==> config.mk <==
export PLATFORM = sky130hd
export DESIGN_NAME = color_sequence_ctrl_flat
export DESIGN_NICKNAME = d
export VERILOG_FILES = /design/src/rtl/color_sequence_ctrl_if.sv /design/src/rtl/color_sequence_ctrl.sv /design/src/flat_wrapper.sv
export SDC_FILE = /design/constraint.sdc
export NUM_CORES = 1
export LEC_CHECK = 0
export CAP_MARGIN = 15
export CORE_ASPECT_RATIO = 0.7
export CORE_UTILIZATION = 40
export DETAILED_ROUTE_END_ITERATION = 12
export SLEW_MARGIN = 0
export SYNTH_ARGS = -nofsm -noshare
export SYNTH_HDL_FRONTEND = slang
export SYNTH_SLANG_ARGS = --single-unit
export TNS_END_PERCENT = 100
==> constraint.sdc <==
create_clock -name clk -period 2.6 [get_ports clk]
set_clock_uncertainty 0.15 [all_clocks]
set_input_delay 0.52 -clock clk [delete_from_list [all_inputs] [get_ports clk]]
set_output_delay 0.52 -clock clk [all_outputs]
set_load 0.03 [all_outputs]
==> src/rtl/color_sequence_ctrl_if.sv <==
// Signal bundle between the game/menu host (master) and the colour playback controller (slave).
interface color_sequence_ctrl_if #(
    parameter int unsigned SEQ_DEPTH = 16
);
    localparam int unsigned IDX_W = $clog2(SEQ_DEPTH);

    logic             continue_btn;
    logic             mode;
    logic             clr;
    logic             wr_en;
    logic [3:0]       wr_color;
    logic             start;
    logic             abort;
    logic [3:0]       color;
    logic             playing;
    logic [IDX_W-1:0] seq_idx;
    logic [IDX_W:0]   seq_len;
    logic             done;
    logic             wr_err;

    modport master (
        output continue_btn, mode, clr, wr_en, wr_color, start, abort,
        input  color, playing, seq_idx, seq_len, done, wr_err
    );

    modport slave (
        input  continue_btn, mode, clr, wr_en, wr_color, start, abort,
        output color, playing, seq_idx, seq_len, done, wr_err
    );
endinterface

==> src/rtl/color_sequence_ctrl.sv <==
// Colour-sequence playback: buffers up to SEQ_DEPTH colour codes and plays them either
// on a fixed dwell/gap timer (AUTO) or advancing on a debounced button press (STEP).
module color_sequence_ctrl #(
    parameter int unsigned DWELL_CYCLES    = 50_000_000,
    parameter int unsigned GAP_CYCLES      = 10_000_000,
    parameter int unsigned DEBOUNCE_CYCLES = 1_000_000,
    parameter int unsigned SEQ_DEPTH       = 16
) (
    input  logic                 clk,
    input  logic                 rst,
    color_sequence_ctrl_if.slave bus
);
    localparam int unsigned IDX_W = $clog2(SEQ_DEPTH);
    localparam int unsigned TMAX  = (DWELL_CYCLES > GAP_CYCLES) ? DWELL_CYCLES : GAP_CYCLES;
    localparam int unsigned TW    = $clog2(TMAX + 1);
    localparam int unsigned DW    = $clog2(DEBOUNCE_CYCLES + 1);

    localparam logic [TW-1:0]    DWELL_LAST = TW'(DWELL_CYCLES - 1);
    localparam logic [TW-1:0]    GAP_LAST   = TW'(GAP_CYCLES - 1);
    localparam logic [DW-1:0]    DEB_LAST   = DW'(DEBOUNCE_CYCLES - 1);
    localparam logic [IDX_W:0]   DEPTH_L    = (IDX_W + 1)'(SEQ_DEPTH);

    typedef enum logic [1:0] {IDLE, SHOW, GAP, WAIT_BTN} state_e;

    logic          sync1_q, sync2_q, deb_q, press_q;
    logic [DW-1:0] deb_cnt_q;

    // Level is accepted only after DEBOUNCE_CYCLES consecutive samples differing from it.
    always_ff @(posedge clk) begin
        if (!rst) begin
            sync1_q   <= 1'b0;
            sync2_q   <= 1'b0;
            deb_q     <= 1'b0;
            press_q   <= 1'b0;
            deb_cnt_q <= '0;
        end else begin
            sync1_q <= bus.continue_btn;
            sync2_q <= sync1_q;
            press_q <= 1'b0;
            if (sync2_q == deb_q) begin
                deb_cnt_q <= '0;
            end else if (deb_cnt_q == DEB_LAST) begin
                deb_q     <= sync2_q;
                deb_cnt_q <= '0;
                press_q   <= sync2_q;
            end else begin
                deb_cnt_q <= deb_cnt_q + DW'(1);
            end
        end
    end

    state_e           state_q, state_d;
    logic [TW-1:0]    tmr_q, tmr_d;
    logic [IDX_W-1:0] idx_q, idx_d;
    logic [IDX_W:0]   len_q, len_d;
    logic             mode_q, mode_d;
    logic             done_q, done_d;
    logic             werr_q, werr_d;
    logic             buf_we;
    logic             legal;
    logic             last_entry;
    logic [3:0]       buf_q [SEQ_DEPTH];

    always_comb begin
        state_d    = state_q;
        tmr_d      = tmr_q;
        idx_d      = idx_q;
        len_d      = len_q;
        mode_d     = mode_q;
        done_d     = 1'b0;
        werr_d     = 1'b0;
        buf_we     = 1'b0;
        legal      = (bus.wr_color >= 4'd2) && (bus.wr_color <= 4'd5);
        last_entry = ({1'b0, idx_q} == (len_q - (IDX_W + 1)'(1)));

        if (bus.abort) begin
            state_d = IDLE;
            idx_d   = '0;
            tmr_d   = '0;
        end else if (state_q == IDLE) begin
            if (bus.start) begin
                if (len_q != '0) begin
                    state_d = SHOW;
                    mode_d  = bus.mode;
                    idx_d   = '0;
                    tmr_d   = '0;
                end else begin
                    done_d = 1'b1;
                end
            end else if (bus.clr) begin
                len_d = '0;
            end else if (bus.wr_en) begin
                if (legal && (len_q < DEPTH_L)) begin
                    buf_we = 1'b1;
                    len_d  = len_q + (IDX_W + 1)'(1);
                end else begin
                    werr_d = 1'b1;
                end
            end
        end else begin
            werr_d = bus.wr_en;
            case (state_q)
                SHOW: begin
                    if (tmr_q == DWELL_LAST) begin
                        tmr_d   = '0;
                        state_d = mode_q ? WAIT_BTN : GAP;
                    end else begin
                        tmr_d = tmr_q + TW'(1);
                    end
                end
                WAIT_BTN: begin
                    if (press_q) begin
                        state_d = GAP;
                        tmr_d   = '0;
                    end
                end
                GAP: begin
                    if (tmr_q == GAP_LAST) begin
                        tmr_d = '0;
                        if (last_entry) begin
                            state_d = IDLE;
                            done_d  = 1'b1;
                        end else begin
                            idx_d   = idx_q + IDX_W'(1);
                            state_d = SHOW;
                        end
                    end else begin
                        tmr_d = tmr_q + TW'(1);
                    end
                end
                default: state_d = IDLE;
            endcase
        end
    end

    always_ff @(posedge clk) begin
        if (!rst) begin
            state_q <= IDLE;
            tmr_q   <= '0;
            idx_q   <= '0;
            len_q   <= '0;
            mode_q  <= 1'b0;
            done_q  <= 1'b0;
            werr_q  <= 1'b0;
        end else begin
            state_q <= state_d;
            tmr_q   <= tmr_d;
            idx_q   <= idx_d;
            len_q   <= len_d;
            mode_q  <= mode_d;
            done_q  <= done_d;
            werr_q  <= werr_d;
        end
    end

    // Buffer contents are don't-care after reset, so the storage carries no reset.
    always_ff @(posedge clk) begin
        if (buf_we) begin
            buf_q[len_q[IDX_W-1:0]] <= bus.wr_color;
        end
    end

    assign bus.color   = ((state_q == SHOW) || (state_q == WAIT_BTN)) ? buf_q[idx_q] : 4'd0;
    assign bus.playing = (state_q != IDLE);
    assign bus.seq_idx = idx_q;
    assign bus.seq_len = len_q;
    assign bus.done    = done_q;
    assign bus.wr_err  = werr_q;
endmodule
==> src/flat_wrapper.sv <==
// flat-port wrapper written by rule: the top's interface ports become plain ports
module color_sequence_ctrl_flat 
#(
    parameter int unsigned DWELL_CYCLES    = 50_000_000,
    parameter int unsigned GAP_CYCLES      = 10_000_000,
    parameter int unsigned DEBOUNCE_CYCLES = 1_000_000,
    parameter int unsigned SEQ_DEPTH       = 16
)
  (clk, rst, bus_continue_btn, bus_mode, bus_clr, bus_wr_en, bus_wr_color, bus_start, bus_abort, bus_color, bus_playing, bus_seq_idx, bus_seq_len, bus_done, bus_wr_err);
  color_sequence_ctrl_if #(.SEQ_DEPTH(SEQ_DEPTH)) bus_i ();
  input  logic clk;
  input  logic rst;
  input wire logic [$bits(bus_i.continue_btn)-1:0] bus_continue_btn;
  input wire logic [$bits(bus_i.mode)-1:0] bus_mode;
  input wire logic [$bits(bus_i.clr)-1:0] bus_clr;
  input wire logic [$bits(bus_i.wr_en)-1:0] bus_wr_en;
  input wire logic [$bits(bus_i.wr_color)-1:0] bus_wr_color;
  input wire logic [$bits(bus_i.start)-1:0] bus_start;
  input wire logic [$bits(bus_i.abort)-1:0] bus_abort;
  output wire logic [$bits(bus_i.color)-1:0] bus_color;
  output wire logic [$bits(bus_i.playing)-1:0] bus_playing;
  output wire logic [$bits(bus_i.seq_idx)-1:0] bus_seq_idx;
  output wire logic [$bits(bus_i.seq_len)-1:0] bus_seq_len;
  output wire logic [$bits(bus_i.done)-1:0] bus_done;
  output wire logic [$bits(bus_i.wr_err)-1:0] bus_wr_err;
  assign bus_i.continue_btn = bus_continue_btn;
  assign bus_i.mode = bus_mode;
  assign bus_i.clr = bus_clr;
  assign bus_i.wr_en = bus_wr_en;
  assign bus_i.wr_color = bus_wr_color;
  assign bus_i.start = bus_start;
  assign bus_i.abort = bus_abort;
  assign bus_color = bus_i.color;
  assign bus_playing = bus_i.playing;
  assign bus_seq_idx = bus_i.seq_idx;
  assign bus_seq_len = bus_i.seq_len;
  assign bus_done = bus_i.done;
  assign bus_wr_err = bus_i.wr_err;
  color_sequence_ctrl #(.DWELL_CYCLES(DWELL_CYCLES), .GAP_CYCLES(GAP_CYCLES), .DEBOUNCE_CYCLES(DEBOUNCE_CYCLES), .SEQ_DEPTH(SEQ_DEPTH)) u_core (.clk(clk), .rst(rst), .bus(bus_i));
endmodule
=== After elaboration in Yosys (flattened, before gate mapping) ===
Memories as Yosys holds them, arrays and structs flattened. A register that Yosys moved wholly into a read port is not among the register bits.
Index checks and enable logic that the tools add are counted.

* Register bits: 64
* Input port bits: 12
* Memories kept: 1
* Output and inout port bits: 16
* Bits in writable memories: 64
* Logic and storage cells: 107

* Multiplexer cells: 47
* Bitwise logic cells: 5
* Add/sub/neg operators: 5
* Equal/unequal tests: 14
* Order comparisons: 3
* Reductions and logical operators: 20

{| class="wikitable"
|+ Memories
! name !! depth !! bits a word !! read ports !! clocked after Yosys merged registers in !! wr ports !! RTL line !! text
|-
| u_core.buf_q || 16 || 4 || 1 || 1 || 1 || color_sequence_ctrl.sv:62 || <nowiki>logic [3:0] buf_q [SEQ_DEPTH];</nowiki>
|}

{| class="wikitable"
|+ Operators with widths
! operator !! number
|-
| 26-bit two-way mux || 6
|-
| 26-bit one-hot mux with 3 select lines || 1
|-
| 4-bit two-way mux || 9
|-
| 26-bit by 1-bit adder with 26-bit output, second input constant || 1
|-
| 26-bit by 24-bit == test with 1-bit output, second input constant || 1
|-
| 26-bit == test, second input constant || 1
|-
| 1-bit two-way mux || 21
|-
| 20-bit by 1-bit adder with 20-bit output, second input constant || 1
|-
| 20-bit == test, second input constant || 1
|-
| 5-bit two-way mux || 3
|-
| 5-bit AND reduction || 3
|-
| 2-bit two-way mux || 6
|-
| 2-bit nonzero test || 5
|-
| 3-bit by 1-bit inequality test with 1-bit output, second input constant || 3
|-
| 4-bit AND reduction || 2
|-
| 2-bit inequality test, second input constant || 3
|-
| 2-bit one-hot mux with 3 select lines || 1
|-
| 3-bit OR reduction || 2
|-
| 5-bit by 1-bit adder with 5-bit output, second input constant || 1
|-
| 4-bit by 5-bit == test with 1-bit output || 1
|-
| 5-bit less-than comparator, second input constant || 1
|-
| 1-bit NOT || 5
|-
| 5-bit nonzero test || 1
|-
| 5-bit by 1-bit subtractor with 5-bit output, second input constant || 1
|-
| other kinds (12) || 14
|}

=== Depth between registers and ports, before layout ===
Gate-level depths: netlist of run 1.

* Word-level depth: 11
* Gate-level depth with buffers: 8
* Gate-level depth less buffers: 7

=== Least setup slack after synthesis of run 1 ===
Ideal clock, no wire load.

* Kind: reg-to-output
* Start: register (tool-made name)
* End: output port bus_color[0]
* Data required time: 1.930 ns
* Path slack: -0.312 ns
* Path buffers: 2
* Data arrival time: 2.242 ns
* Stages on the path, launching flop included: 6
* Path through: dfxtp_1 -> clkbuf_1 -> buf_2 -> mux4_2 -> mux4_2 -> and2_1

{| class="wikitable"
|+ RTL lines
! element !! RTL line !! text
|-
| end, declared || flat_wrapper.sv:20 || <nowiki>output wire logic [$bits(bus_i.color)-1:0] bus_color;</nowiki>
|}

==> results by group, run 1 <==
Pwr
  – Final Power: 4890 uW
  – Leakage: 0.00251 uW
  – PD cells: 649 nW/um^2
  – VDD IR max: 0.000525 V

Run status
  – Status: finished, violations left
  – Failing checks: setup timing

Synthesis
  – Ys Warns: 0
  – Syn_nets: 530
  – Synth unique cells: 63
  – Async S/R FF share, synth: 0%
  – Number of synthesized register bits: 132
  – Post-synth EDFFs: 64
  – Synth Flop Type: dfxtp_1
  – Syn_area_per_cell: 11.7 um^2
  – Area of the mapped netlist: 5970 um^2
  – Post-synthesis sequential area ratio: 55.0%
  – Cell count after synthesis: 510

Routing
  – Avg WL per Cell: 18.7 um
  – Met3 WL: 1020 um
  – ANT nets after route: 0
  – Initial drt markers: 357
  – DR pass1 iterations: 5
  – Via density: 5.54
  – Residual DRC count: 0
  – Uppermost layer routed: met4
  – Wirelength, routed: 14800 um
  – Wire length on met1: 7590 um
  – Met2 wire len: 6030 um
  – Via Count: 4393

Floorplan
  – Die area: 15400 um^2
  – Starting Density: 42.0%
  – Number of I/O pins: 28
  – Rows: 36
  – Core Region: 14200 um^2
  – Die height: 104 um
  – Die W: 148 um

Timing
  – Fmax: 0.346 GHz
  – Post-route setup slack: -0.293 ns
  – Slew headroom: 51.9%
  – Max-slew violation count: 0
  – Hold Fails Final Rpt: 0
  – Min cycle time layout: 2.89 ns
  – Post-route clock period utilization: 111%
  – Setup violators final: 4
  – RSZ-0062 raised after global routing: yes
  – Worst Tran Pin Value: 0.715 ns

Layout
  – Layout area overhead: 26.1%
  – Most frequent cells in the layout: nor2_1, dfxtp_1, edfxtp_1
  – Final cell count without fillers: 793
  – Share of post-route cells with drive strength above 1: 21.4%
  – Fin nets: 610
  – N_diodes: 0

Place
  – PortBufs: 27
  – Placed Cells: 759
  – Hpwl dp: 10500 um
  – Gpl congestion: 0.836

Worst setup path
  – Setup crit start kind: register
  – Worst Setup Path Type: reg -> out
  – Critical path arrival: 2.22 ns
  – Setup crit end kind: output pin
  – Crit Path Max Fanout: 8
  – CP Data Required Time: 1.93 ns

Global routing
  – GRT Residual Overflow: 0
  – Initial antenna violation count: 0
  – Number of global-route vias before repair: 4169
  – Total track usage: 20.4%
  – Largest net degree at the start of global routing: 21
  – Global-route wire length before repair: 23500 um

Clocking
  – TritonCTS Buffers: 17
  – H-tree levels: 4
  – Clock net sink count: 132
  – Clk Latency, worst-skew pair: 0.42 ns
  – CTS tree: done
  – Max clock buf depth: 2
  – CTS Hold Bufs: 0
  – Root Driver: clkbuf_16
  – Clk slew on worst S/H paths: 0.06 ns

Worst hold path
  – Hold Crit Class: reg -> reg

Job
  – Max_cap viols: 0
[what timing repair did]
action | 4_1_cts | 5_1_grt
gates resized for setup | 35 | 3
setup endpoints to repair | 4 | 7
buffers inserted | 0 | 1
pin swaps | 4 | 1
cloned | 1 | 0
[worst max-delay path: stages, from the launching register on]
cell	delay (ns)
dfxtp_4	0.39
buf_12	0.15
mux4_2	0.52
mux4_2	0.46
and2_4	0.15
buf_6	0.13
[cells by family (layout without fill, tap and decap cells)]
family | Yosys count | after routing | share of synthesized area, %
compound gates | 46 | 46 | 5.78
xor+xnor | 48 | 48 | 7.04
fa+ha+maj | 8 | 8 | 1.68
buf+inv | 31 | 124 | 2.39
flops | 132 | 132 | 55.0
mux | 24 | 24 | 8.21
simple gates | 221 | 221 | 19.9
[registers in the layout, summed over array words and instances (netlist names), named ones only]
signal and count:
u_core.state_q 2, u_core.bus.wr_err 1, u_core.press_q 1, u_core.sync2_q 1, u_core.deb_cnt_q 20, u_core.buf_q 64
u_core.bus.seq_idx 4, u_core.sync1_q 1, u_core.bus.seq_len 5, u_core.tmr_q 26, u_core.deb_q 1, u_core.bus.done 1
u_core.mode_q 1
[final cells by class]
class | count | area, um^2
fill | 1241 | 6700
sequential | 132 | 3290
multi-input combinational | 347 | 2570
timing repair buffer | 81 | 751
clock buffer | 26 | 537
tap | 190 | 238
clock inverter | 6 | 110
inverter | 11 | 41.3
[power by group]
group | internal (uW) | total (uW) | switching (uW)
sequential | 2180 | 2180 | 1.92
combinational | 47.2 | 112 | 65.1
clock | 1720 | 2590 | 874
total | 3950 | 4890 | 941
[per-stage QoR]
step | utilization, % | instance area, um^2 | setup TNS [ns] | worst slack [ns] | hold slack [ns]
after global placement | 47.9 | 6820 | -2.95 | -0.331 | 0.265
final | 52.9 | 7530 | -1.13 | -0.293 | 0.294
after detailed placement | 47.9 | 6820 | -5.89 | -0.355 | 0.280
after CTS | 52.8 | 7510 | -1.17 | -0.303 | 0.293
after floorplan | - | 5980 | 0 | 0.00789 | 0.262
after global routing | 52.9 | 7530 | -1.34 | -0.345 | 0.316
[per-layer routing]
layer / track usage, % / up-vias
met1: 32.5 / 2170
met2: 26.7 / 139
met5: 0 / -
li1: - / 2063
met4: 6.04 / 0
met3: 4.87 / 21
[worst paths after layout]
path / startpoint / cells after the start / to / slack [ns]
worst max register to register: u_core.tmr_q[16] / 6 / u_core.tmr_q[21] / 0.15
worst max-delay path: register / 5 / bus_color[2] / -0.29
worst min register to register: u_core.sync1_q / 1 / u_core.sync2_q / 0.29
worst min-delay path: u_core.sync1_q / 1 / u_core.sync2_q / 0.29
[cells in the mapped netlist, types with 5 or more instances]
cell type / count / share of area, %
and3_1: 5 / 0.52
nand2_1: 27 / 1.7
mux4_2: 20 / 7.5
edfxtp_1: 64 / 32
o211ai_1: 5 / 0.63
and2_1: 8 / 0.84
clkbuf_1: 14 / 0.88
nor3_1: 19 / 1.6
a21oi_1: 8 / 0.67
nand2b_1: 6 / 0.63
nand4_1: 11 / 1.2
nor4_1: 13 / 1.4
inv_1: 10 / 0.63
a31oi_1: 9 / 0.94
xor2_1: 17 / 2.5
nand3_1: 23 / 1.9
dfxtp_1: 68 / 23
ha_1: 8 / 1.7
and4_1: 7 / 1.0
xnor2_1: 31 / 4.5
or3_1: 5 / 0.52
nor2_1: 67 / 4.2
Note: power is estimated with default switching activity, not from simulation.
==> run 2, diff against run 1 <==
- CORE_ASPECT_RATIO: 0.7 -> default
- CORE_MARGIN: default -> 2
==> results by group, run 2 (same netlist as run 1, synthesis figures left out) <==
Worst setup path
  – Setup crit end kind: output pin (unchanged)
  – Worst Setup Path Type: reg -> out (unchanged)
  – Reg2reg start: u_core.bus.seq_len[0] (was u_core.tmr_q[16])
  – CP dominant cell by count: mux4_2 (unchanged)
  – R2R depth: 8 (was 6)
  – FF-to-FF End: u_core.tmr_q[21] (unchanged)
  – Crit Path Max Fanout: 8 (unchanged)
  – R2R Setup Slk: 0.20 ns (was 0.15 ns)
  – Setup crit start kind: register (unchanged)
  – Crit path max-delay cell type: mux4_2 (unchanged)
  – Crit path cell chain: buf_12, mux4_2, mux4_2, and2_4, buf_6 (unchanged)
  – Max stage delay on crit path: 0.52 ns (about the same)
  – Critical path arrival: 2.25 ns (was 2.22 ns)
  – CP Data Required Time: 1.93 ns (about the same)

Timing
  – Min cycle time layout: 2.92 ns (was 2.89 ns)
  – Post-route setup slack: -0.315 ns (was -0.293 ns)
  – Post-route clock period utilization: 112% (was 111%)
  – Hold Fails Final Rpt: 0 (unchanged)
  – Setup violators final: 4 (unchanged)
  – Slew headroom: 57.7% (was 51.9%)
  – Worst Tran Pin Value: 0.630 ns (was 0.715 ns)
  – Setup_tns: -1.12 ns (was -1.13 ns)
  – Fmax: 0.343 GHz (was 0.346 GHz)
  – Max-slew violation count: 0 (unchanged)
  – RSZ-0062 raised after global routing: yes (unchanged)

Layout
  – N_diodes: 0 (unchanged)
  – Commonest non-fill, non-tap cell in the layout: dfxtp_1
  – Share of post-route cells with drive strength above 1: 22.6% (was 21.4%)
  – Fill cells: 1309 (was 1241)
  – Max reg flops: 64 (unchanged)
  – Final cell count without fillers: 791 (was 793)
  – Multi-input logic area: 2570 um^2 (about the same)
  – Most frequent cells in the layout: dfxtp_1, nor2_1, edfxtp_1 (was nor2_1, dfxtp_1, edfxtp_1)
  – Layout area overhead: 25.8% (was 26.1%)
  – Fin area: 7510 um^2 (was 7530 um^2)
  – Seq. cell area: 3290 um^2 (unchanged)
  – Fin nets: 614 (was 610)

Routing
  – Via density: 5.32 (was 5.54)
  – Avg WL per Cell: 16.8 um (was 18.7 um)
  – ANT nets after route: 0 (unchanged)
  – Via Count: 4205 (was 4393)
  – Residual DRC count: 0 (unchanged)
  – Initial drt markers: 326 (was 357)
  – Wirelength, routed: 13300 um (was 14800 um)
  – DR pass1 iterations: 4 (was 5)

Global routing
  – GRT Residual Overflow: 0 (unchanged)
  – Number of global-route vias before repair: 4161 (was 4169)
  – Global-route wire length before repair: 22000 um (was 23500 um)
  – Total track usage: 17.9% (was 20.4%)
  – Largest net degree at the start of global routing: 21 (unchanged)
  – Initial antenna violation count: 0 (unchanged)

Worst hold path
  – Worst hold start: u_core.sync1_q (unchanged)
  – Hold Crit Class: reg -> reg (unchanged)
  – Worst hold path depth: 1 (unchanged)
  – Hold path endpoint: u_core.sync2_q (unchanged)

Place
  – PortBufs: 27 (unchanged)
  – Gpl congestion: 0.828 (was 0.836)
  – Placed cell areas: 6830 um^2 (was 6820 um^2)
  – Pre-CTS setup slack: -0.376 ns (was -0.355 ns)
  – Placed Cells: 757 (was 759)
  – Hpwl dp: 9630 um (was 10500 um)

Pwr
  – Final Power: 4710 uW (was 4890 uW)
  – PD cells: 626 nW/um^2 (was 649 nW/um^2)
  – VDD IR max: 0.000512 V (was 0.000525 V)
  – Leakage: 0.00252 uW (was 0.00251 uW)

Clocking
  – TritonCTS Buffers: 17 (unchanged)
  – H-tree levels: 4 (unchanged)
  – CTS Hold Bufs: 0 (unchanged)
  – Clk slew on worst S/H paths: 0.06 ns (about the same)
  – Clock net sink count: 132 (unchanged)
  – Root Driver: clkbuf_16 (unchanged)
  – CTS tree: done (unchanged)
  – Max clock buf depth: 2 (unchanged)
  – Clk Latency, worst-skew pair: 0.41 ns (was 0.42 ns)

Floorplan
  – Die height: 126 um (was 104 um)
  – Rows: 44 (was 36)
  – Die W: 126 um (was 148 um)
  – Number of I/O pins: 28 (unchanged)
  – Starting Density: 41.1% (was 42.0%)
  – Die area: 15900 um^2 (was 15400 um^2)
  – Core Region: 14500 um^2 (was 14200 um^2)

Job
  – Max_cap viols: 0 (unchanged)

Run status
  – Status: finished, violations left (unchanged)
  – Failing checks: setup timing (unchanged)
-- run 2: cell types whose count changed in the layout (fill, tap and decap cells not counted), moves of 2 or more --
| cell | delta |
|---|---|
| buf_4 | +5 |
| bufinv_16 | -2 |
| clkbuf_1 | -3 |
| clkbuf_8 | +4 |
| clkinvlp_4 | +3 |
-- run 2: worst max-delay path, delay by kind of cell (launching register included) --
| kind | cells | cell delay [ns] |
|---|---|---|
| buf+inv | 2 | 0.28 |
| flops | 1 | 0.39 |
| mux | 2 | 1.01 |
| simple gates | 1 | 0.16 |
-- run 2: where the power goes --
part           leakage [uW]  switching, uW  internal (uW)
sequential          0.00112           1.92           2180
combinational       0.00109           61.9           48.2
clock              0.000298            849           1560
total               0.00252            913           3790
-- run 2: cell type report --
| cell class | count | share of cell area (%) |
|---|---|---|
| clock buffers | 26 | 7.39 |
| clock inverters | 6 | 0.833 |
| inverters | 11 | 0.549 |
| multi-input cells | 347 | 34.2 |
| flip-flops and latches | 132 | 43.7 |
| well taps | 184 | 3.06 |
| repair buffers | 85 | 10.3 |
-- run 2: worst max-delay path by stage --
stage,from,end,cells after the start
finish,register,bus_color[2],5
global route,register,bus_color[2],5
CTS,register,bus_color[2],5
detailed placement,register,bus_color[2],5
global placement,register,bus_color[3],5
floorplan,register,bus_color[0],5
-- run 2: through the flow --
step	hold WS, ns	util (%)
3_3_place_gp	0.267	47.0
2_1_floorplan	0.262	-
6_report	0.281	51.7
4_1_cts	0.286	51.6
3_5_place_dp	0.273	47.0
5_1_grt	0.314	51.7
-- run 2: timing repair --
item	4_1_cts	5_1_grt
buffers inserted	0	1
gates cloned	1	0
endpoints found under the setup margin	6	6
gates resized for setup	37	2
pin swaps	4	1
-- run 2: layer usage --
metal | vias up | global-route usage, % | routed length (um)
met5 | - | 0 | 0
met4 | 0 | 4.59 | 86
met3 | 7 | 5.40 | 409
met2 | 61 | 30.6 | 6870
met1 | 2068 | 22.2 | 5940
li1 | 2069 | - | -
